`src/rtl/pipe_hazard_ctrl.sv`:
```
// Stall/flush controller for the IF-ID-EX-EC-WB pipeline; tracks one outstanding inst and data bus transaction.
// Segment controls are combinational from inputs and state; divider and bus FSMs update on the next clock.
module pipe_hazard_ctrl #(
  parameter int DIV_CYCLES = 33,
  parameter int CNT_W      = 6
) (
  input  logic clk,
  input  logic resetn,
  input  logic inst_req,
  input  logic inst_addr_ok,
  input  logic inst_data_ok,
  output logic inst_req_en,
  input  logic ex_data_req,
  input  logic data_addr_ok,
  input  logic data_data_ok,
  output logic data_req_en,
  input  logic load_use,
  input  logic div_start,
  input  logic exc_commit,
  output logic pc_stall,
  output logic if_id_stall,
  output logic if_id_refresh,
  output logic id_ex_stall,
  output logic id_ex_refresh,
  output logic ex_ec_stall,
  output logic ex_ec_refresh,
  output logic ec_wb_stall,
  output logic ec_wb_refresh,
  output logic data_busy
);

  typedef enum logic [1:0] {ST_IDLE, ST_WAIT, ST_DRAIN} bus_st_e;

  bus_st_e          d_st_q, d_st_d;
  bus_st_e          i_st_q, i_st_d;
  logic [CNT_W-1:0] div_cnt_q, div_cnt_d;

  logic flush, div_busy, s_ec, s_ex_other, s_ex, s_id, s_if, i_drop;

  // Hazards and flush are masked while in reset so every control reads as idle.
  always_comb begin
    flush      = exc_commit & resetn;
    div_busy   = div_start & (div_cnt_q != CNT_W'(1));
    s_ec       = resetn & (d_st_q == ST_WAIT) & ~data_data_ok;
    s_ex_other = resetn & ((ex_data_req & ~(data_req_en & data_addr_ok)) | div_busy);
    s_ex       = s_ec | s_ex_other;
    s_id       = s_ex | (resetn & load_use);
    s_if       = s_id | (resetn & ((inst_req & ~(inst_req_en & inst_addr_ok))
                                 | ((i_st_q == ST_WAIT) & ~inst_data_ok)
                                 | (i_st_q == ST_DRAIN)));
    i_drop     = resetn & (i_st_q == ST_DRAIN) & inst_data_ok;
  end

  // Data channel FSM
  always_ff @(posedge clk or negedge resetn) begin
    if (!resetn) d_st_q <= ST_IDLE;
    else         d_st_q <= d_st_d;
  end

  always_comb begin
    d_st_d = d_st_q;
    case (d_st_q)
      ST_IDLE:  if (ex_data_req & data_addr_ok & ~s_ex_other) d_st_d = ST_WAIT;
      ST_WAIT:  if (data_data_ok) d_st_d = ST_IDLE;
                else if (exc_commit) d_st_d = ST_DRAIN;
      ST_DRAIN: if (data_data_ok) d_st_d = ST_IDLE;
      default:  d_st_d = ST_IDLE;
    endcase
  end

  always_comb begin
    data_req_en = (d_st_q == ST_IDLE);
    data_busy   = (d_st_q != ST_IDLE);
  end

  // Instruction channel FSM; an accepted fetch is always tracked since the bus has taken it.
  always_ff @(posedge clk or negedge resetn) begin
    if (!resetn) i_st_q <= ST_IDLE;
    else         i_st_q <= i_st_d;
  end

  always_comb begin
    i_st_d = i_st_q;
    case (i_st_q)
      ST_IDLE:  if (inst_req & inst_addr_ok) i_st_d = ST_WAIT;
      ST_WAIT:  if (inst_data_ok) i_st_d = ST_IDLE;
                else if (exc_commit) i_st_d = ST_DRAIN;
      ST_DRAIN: if (inst_data_ok) i_st_d = ST_IDLE;
      default:  i_st_d = ST_IDLE;
    endcase
  end

  always_comb begin
    inst_req_en = (i_st_q == ST_IDLE);
  end

  // Divider counter: the last count is held while EC stalls so the divide stays in EX.
  always_ff @(posedge clk or negedge resetn) begin
    if (!resetn) div_cnt_q <= '0;
    else         div_cnt_q <= div_cnt_d;
  end

  always_comb begin
    div_cnt_d = div_cnt_q;
    if (exc_commit) begin
      div_cnt_d = '0;
    end else if (div_cnt_q == '0) begin
      if (div_start) div_cnt_d = CNT_W'(DIV_CYCLES - 1);
    end else if (div_cnt_q != CNT_W'(1)) begin
      div_cnt_d = div_cnt_q - CNT_W'(1);
    end else if (!s_ec) begin
      div_cnt_d = '0;
    end
  end

  // Refresh wins over stall in every segment.
  always_comb begin
    if_id_refresh = flush | (s_if & ~s_id) | i_drop;
    id_ex_refresh = flush | (s_id & ~s_ex);
    ex_ec_refresh = flush | (s_ex & ~s_ec);
    ec_wb_refresh = flush | s_ec;
    pc_stall      = s_if;
    if_id_stall   = s_id & ~if_id_refresh;
    id_ex_stall   = s_ex & ~id_ex_refresh;
    ex_ec_stall   = s_ec & ~ex_ec_refresh;
    ec_wb_stall   = 1'b0;
  end

endmodule
```
`config.mk`:
```
export PLATFORM = sky130hd
export DESIGN_NAME = pipe_hazard_ctrl
export DESIGN_NICKNAME = d
export VERILOG_FILES = /design/src/rtl/pipe_hazard_ctrl.sv
export SDC_FILE = /design/constraint.sdc
export NUM_CORES = 1
export LEC_CHECK = 0
export ABC_CLOCK_PERIOD_IN_PS = 2050
export BUFFER_PORTS_ARGS = -buffer_cell sky130_fd_sc_hd__buf_4
export CAP_MARGIN = 20
export CORE_MARGIN = 4
export CORE_UTILIZATION = 49
export DETAILED_ROUTE_END_ITERATION = 6
export PLACE_DENSITY = 0.77
export SYNTH_ARGS = -nofsm -noshare
export SYNTH_HDL_FRONTEND = slang
export SYNTH_SLANG_ARGS = --single-unit
```
`constraint.sdc`:
```
create_clock -name clk -period 2.05 [get_ports clk]
set_input_delay 0.1025 -clock clk [delete_from_list [all_inputs] [get_ports clk]]
set_output_delay 0.1025 -clock clk [all_outputs]
set_load 0.005 [all_outputs]
```
==> results of run 1 <==
[worst max-delay path, delay by kind of cell, from the launching register on]
| family | cells | cell delay (ns) |
|---|---|---|
| AND/OR/NAND/NOR | 2 | 0.56 |
| AO/OA/AOI/OAI | 2 | 0.44 |
| flip-flops | 1 | 0.41 |
| buffers and inverters | 1 | 0.13 |
[sequential cells by signal, indices dropped and copies added, names as in the netlist]
register and cells:
d_st_q 2, i_st_q 2, div_cnt_q 6
[logic make-up (layout without fill, tap and decap cells)]
group                      count (synthesis)  in the layout
muxes                                      2              2
AOI/OAI and AO/OA                         27             27
xor gates and xnor gates                   3              3
buffers and inverters                      9             34
other                                      1              1
and+or+nand+nor                           43             43
DFF                                       10             10
adders and majority gates                  3              3
[Yosys cell counts, types with 3 or more instances]
cell type  instances
a21oi_1            8
nand2b_1           3
nand2_1            9
inv_1              7
dfrtp_1           10
ha_1               3
o21ai_0            6
nor2_1            19
[routing by layer]
metal / part of all wire / wire (um)
met1: 0.44 / 740
met2: 0.47 / 790
met3: 0.076 / 128
met4: 0.021 / 35
met5: 0 / 0
[through the flow]
step                instance area (um^2)  std cells
floorplan                            757         98
global placement                     922        132
detailed placement                   922        132
CTS                                  982        138
global route                        1000        138
finish                              1000        138
[final cells by class]
cell class              count  share of cell area
well taps                  15              0.0187
multi-input cells          79               0.492
clock buffers               4              0.0362
inverters                   7              0.0262
repair buffers             23               0.177
flip-flops and latches     10               0.250
[worst paths after layout]
path	slack, ns	end	cells past startpoint	from
max in group asynchronous	1.68	d_st_q[1]	2	resetn
hold reg to reg	0.50	i_st_q[0]	1	i_st_q[1]
setup reg to reg	0.30	div_cnt_q[4]	4	div_cnt_q[2]
setup / recovery	0.13	pc_stall	5	div_cnt_q[2]
min in group asynchronous	0.21	div_cnt_q[0]	2	resetn
hold / removal	0.01	i_st_q[1]	2	inst_data_ok
[repair_timing]
action	CTS	global route
pin swaps	0	0
setup endpoints to repair	1	5
gates resized for setup	1	4
hold buffers	2	0
hold endpoints to repair	11	0
[power by group]
part | internal [mW] | switching, mW
combinational | 0.244 | 0.246
sequential | 0.245 | 0.0607
clock | 0.108 | 0.0687
==> flow_metrics.tcl, run 1 <==
set metrics [dict create \
    slew_viol_final 0 \
    final_common_cell "buf_4" \
    grt_pass1_wl_um 2950 \
    cts.sinks 10 \
    slowest_delay_ns 0.41 \
    slowest_stage "dfrtp_1" \
    fmax_mhz 522 \
    synth_top_cell_area_share 0.331 \
    final_core_util 0.725 \
    tritoncts "yes" \
    startpoint_type "flop" \
    cp.required_ns 1.95 \
    cts-root-buf "clkbuf_4" \
    grt_max_degree 17 \
    synth.ff_latch_count 10 \
    globalplace.congestion 0.861 \
    wl_per_cell_um 12.3 \
    grt_pass1_vias 692 \
    row_count 13 \
    synthMuxAreaShare 0.0281 \
    nets 138 \
    yosys.area_share.simple 0.281 \
    use_met3 0.0498 \
    worstPathMaxFanout 5 \
    critical_path_class "flop to primary output" \
    max_cap_viol_count 0 \
    synthArstFlopShare 1.00 \
    postRouteAntennaNets 0 \
    end_kind "primary output" \
    cp_cell_sequence "or3_4 > o21ai_4 > nand4b_1 > a21bo_2 > buf_4" \
    final_cell_mix "buf_4 (21), nor2_1 (19), dfrtp_1 (10)" \
    worstSkewPairLatency_ns 0.27 \
    drive_above_1_share 0.260 \
    synth_area_leaders "dfrtp_1 (33%), nor2_1 (9.4%), a21oi_1 (5.3%)" \
    antenna_found_initial 0 \
    ys_warn_count 0 \
    fin_skew_ns 0.00406 \
    vias 761 \
    yosysSeqAreaShare 0.331 \
    boundaryPins 23 \
    met2_usage 0.291 \
    cts_max_level 1 \
    grt_setup_unrepaired "no" \
    status "finished clean" \
    drtIter0Drc 9 \
    synth-edff-count 0 \
    via_per_inst 5.51 \
    die_y_um 47.3 \
    initial_core_util 0.548 \
    hold_viol_final 0 \
    hold-worst-slack_ns 0.0126 \
    synth_top_family_by_area "simple AND/OR/NAND/NOR gates" \
    post-route-min-period_ns 1.92 \
    remaining_drc_errors 0 \
    netlist_area_um2 757 \
    core-area_mm2 0.00138 \
    clk_path_buf_depth 2 \
    dieArea_mm2 0.00224 \
    overflow 0 \
    num-fill-cells 123 \
    synth_compound_area_frac 0.221 \
    met1_usage 0.241 \
    ys.flop_type "dfrtp_1" \
    syn_inst 98 \
    wl_um 1700 \
    vdd_ir_drop_max_mv 0.752 \
    arrival_ns 1.81 \
    leakage_nw 0.487 \
    postCtsSetupBuffers 0 \
    finalSetupViolations 0 \
    fin_ws_ns 0.133 \
    synth.avg_cell_area_um2 7.72 \
    fin_crit_sh 0.935 \
    tns_ns 0 \
    cts_inserted_buffers 3 \
    busiest_layer "met2" \
    yosysTopAreaCell "dfrtp_1" \
    dpl_worst_slack_ns 0.265 \
    path_clk_slew_ns 0.06 \
    total_power_mw 0.974 \
    first_pass_iters 4 \
    synthAdderAreaFrac 0.0496 \
    synthDistinctLibCells 35 \
    synth-xor-area-share 0.0347 \
    syn-num-nets 112 \
    power.density_mw_per_mm2 971 \
    hpwl_um 1310 \
    syn_to_final_growth_pct 32.4 \
    min-delay-path-class "input port to flop" \
    die_x_um 47.3 \
    regArea_um2 250 \
    port_buffers 21 \
    antenna_cells 0 \
    multiInputGateArea_um2 493 \
    grt.total_usage 0.189 \
]
(Power assumes the default switching activity.)
==> inputs of run 2 (changes only) <==
--- a/config.mk
+++ b/config.mk
@@ -8,7 +8,6 @@
 export ABC_CLOCK_PERIOD_IN_PS = 2050
 export BUFFER_PORTS_ARGS = -buffer_cell sky130_fd_sc_hd__buf_4
 export CAP_MARGIN = 20
-export CORE_MARGIN = 4
 export CORE_UTILIZATION = 49
 export DETAILED_ROUTE_END_ITERATION = 6
 export PLACE_DENSITY = 0.77
==> flow_metrics.tcl, run 2 (synthesis results as in run 1) <==
set metrics [dict create \
    top_register "div_cnt_q" \
    grt_pass1_vias 579 \
    clk_path_buf_depth 2 \
    startpoint_type "flop" \
    power.density_mw_per_mm2 933 \
    critPathBufInv 1 \
    post-route-min-period_ns 1.91 \
    tritoncts "yes" \
    worstSkewPairLatency_ns 0.26 \
    topRoutingLayerUsed "met4" \
    max_cap_viol_count 0 \
    placed_area_um2 922 \
    end_kind "primary output" \
    fin_ws_ns 0.138 \
    fin_skew_ns 0.000484 \
    cts-root-buf "clkbuf_4" \
    via_per_inst 5.53 \
    leakage_nw 0.475 \
    fin_crit_sh 0.933 \
    postRouteAntennaNets 0 \
    slowest_delay_ns 0.41 \
    drive_above_1_share 0.248 \
    port_buffers 21 \
    slew_viol_final 0 \
    drtIter0Drc 7 \
    nets 137 \
    final_common_cell "buf_4" \
    die_y_um 41.3 \
    dpl_worst_slack_ns 0.264 \
    grt_max_degree 17 \
    first_pass_iters 4 \
    min-delay-path-class "input port to flop" \
    vdd_ir_drop_max_mv 0.674 \
    final_core_util 0.711 \
    final_cell_mix "buf_4 (21), nor2_1 (19), dfrtp_1 (10)" \
    cts_max_level 1 \
    vias 752 \
    globalplace.congestion 0.845 \
    dr_wl_met3_um 107 \
    dieArea_mm2 0.00171 \
    wl_per_cell_um 11.6 \
    cp.required_ns 1.95 \
    initial_core_util 0.554 \
    arrival_ns 1.81 \
    antenna_found_initial 0 \
    cts.sinks 10 \
    postCtsSetupBuffers 0 \
    fmax_mhz 523 \
    overflow 0 \
    hpwl_um 1250 \
    tns_ns 0 \
    path_clk_slew_ns 0.06 \
    critPathTopFamily "simple AND/OR/NAND/NOR gates" \
    grt.total_usage 0.198 \
    cts_inserted_buffers 3 \
    die_x_um 41.3 \
    route.met2.wl_um 754 \
    syn_to_final_growth_pct 28.3 \
    worstPathMaxFanout 5 \
    hold_viol_final 0 \
    remaining_drc_errors 0 \
    boundaryPins 23 \
    biggestRegsByFlops "div_cnt_q (6), d_st_q (2), i_st_q (2)" \
    cp_cell_sequence "or3_4 > o21ai_2 > nand4b_1 > a21bo_2 > buf_4" \
    status "finished clean" \
    wl_um 1580 \
    slowest_stage "dfrtp_1" \
    largest_reg_flops 6 \
    antenna_cells 0 \
    finalSetupViolations 0 \
    row_count 13 \
    final_cell_area_um2 971 \
    critical_path_class "flop to primary output" \
    wl_met1_um 708 \
    grt_pass1_wl_um 2210 \
    core-area_mm2 0.00137 \
    total_power_mw 0.906 \
]
-- run 2: final cells by class --
type | count | area, um^2
inverter | 7 | 26.3
tap | 15 | 18.8
clock buffer | 3 | 22.5
timing repair buffer | 22 | 168
multi-input combinational | 79 | 485
sequential | 10 | 250
fill | 121 | 395
-- run 2: final timing paths --
path                         startpoint            to  slack [ns]  cells after the start
max                        div_cnt_q[2]      pc_stall        0.14                      5
min                        data_data_ok     d_st_q[1]        0.01                      2
max reg2reg                div_cnt_q[2]  div_cnt_q[3]        0.31                      4
min reg2reg                   i_st_q[1]     i_st_q[0]        0.50                      1
max in group asynchronous        resetn  div_cnt_q[5]        1.66                      2
min in group asynchronous        resetn  div_cnt_q[2]        0.23                      2
-- run 2: timing repair --
action / 4_1_cts / 5_1_grt
resized for setup: 1 / 2
setup endpoints to repair: 1 / 3
pin swaps: 0 / 1
endpoints found under the hold margin: 10 / 0
hold buffers: 1 / 0
-- run 2: layer usage --
layer,up-vias,track usage
met3,2,0.0479
met2,27,0.348
met5,-,0
met1,340,0.239
met4,0,0.0565
li1,383,-
-- run 2: worst register-to-register path: stages (launching register included) --
cell and delay, ns:
dfrtp_1 0.41, or3_4 0.41, or2_1 0.26, or3_4 0.40
and3_1 0.15
-- run 2: per-stage QoR --
stage,hold WS [ns],instances
final,0.00960,136
after global routing,0.00393,136
after CTS,0.000811,136
after detailed placement,-0.0427,132
after global placement,-0.0428,132
after floorplan,-0.193,98
-- run 2: report_power, final --
part           switching (mW)  total [mW]  leakage (nW)  internal [mW]
logic                   0.235       0.477         0.329          0.242
clock network          0.0577       0.125        0.0138         0.0673
registers              0.0586       0.304         0.132          0.246
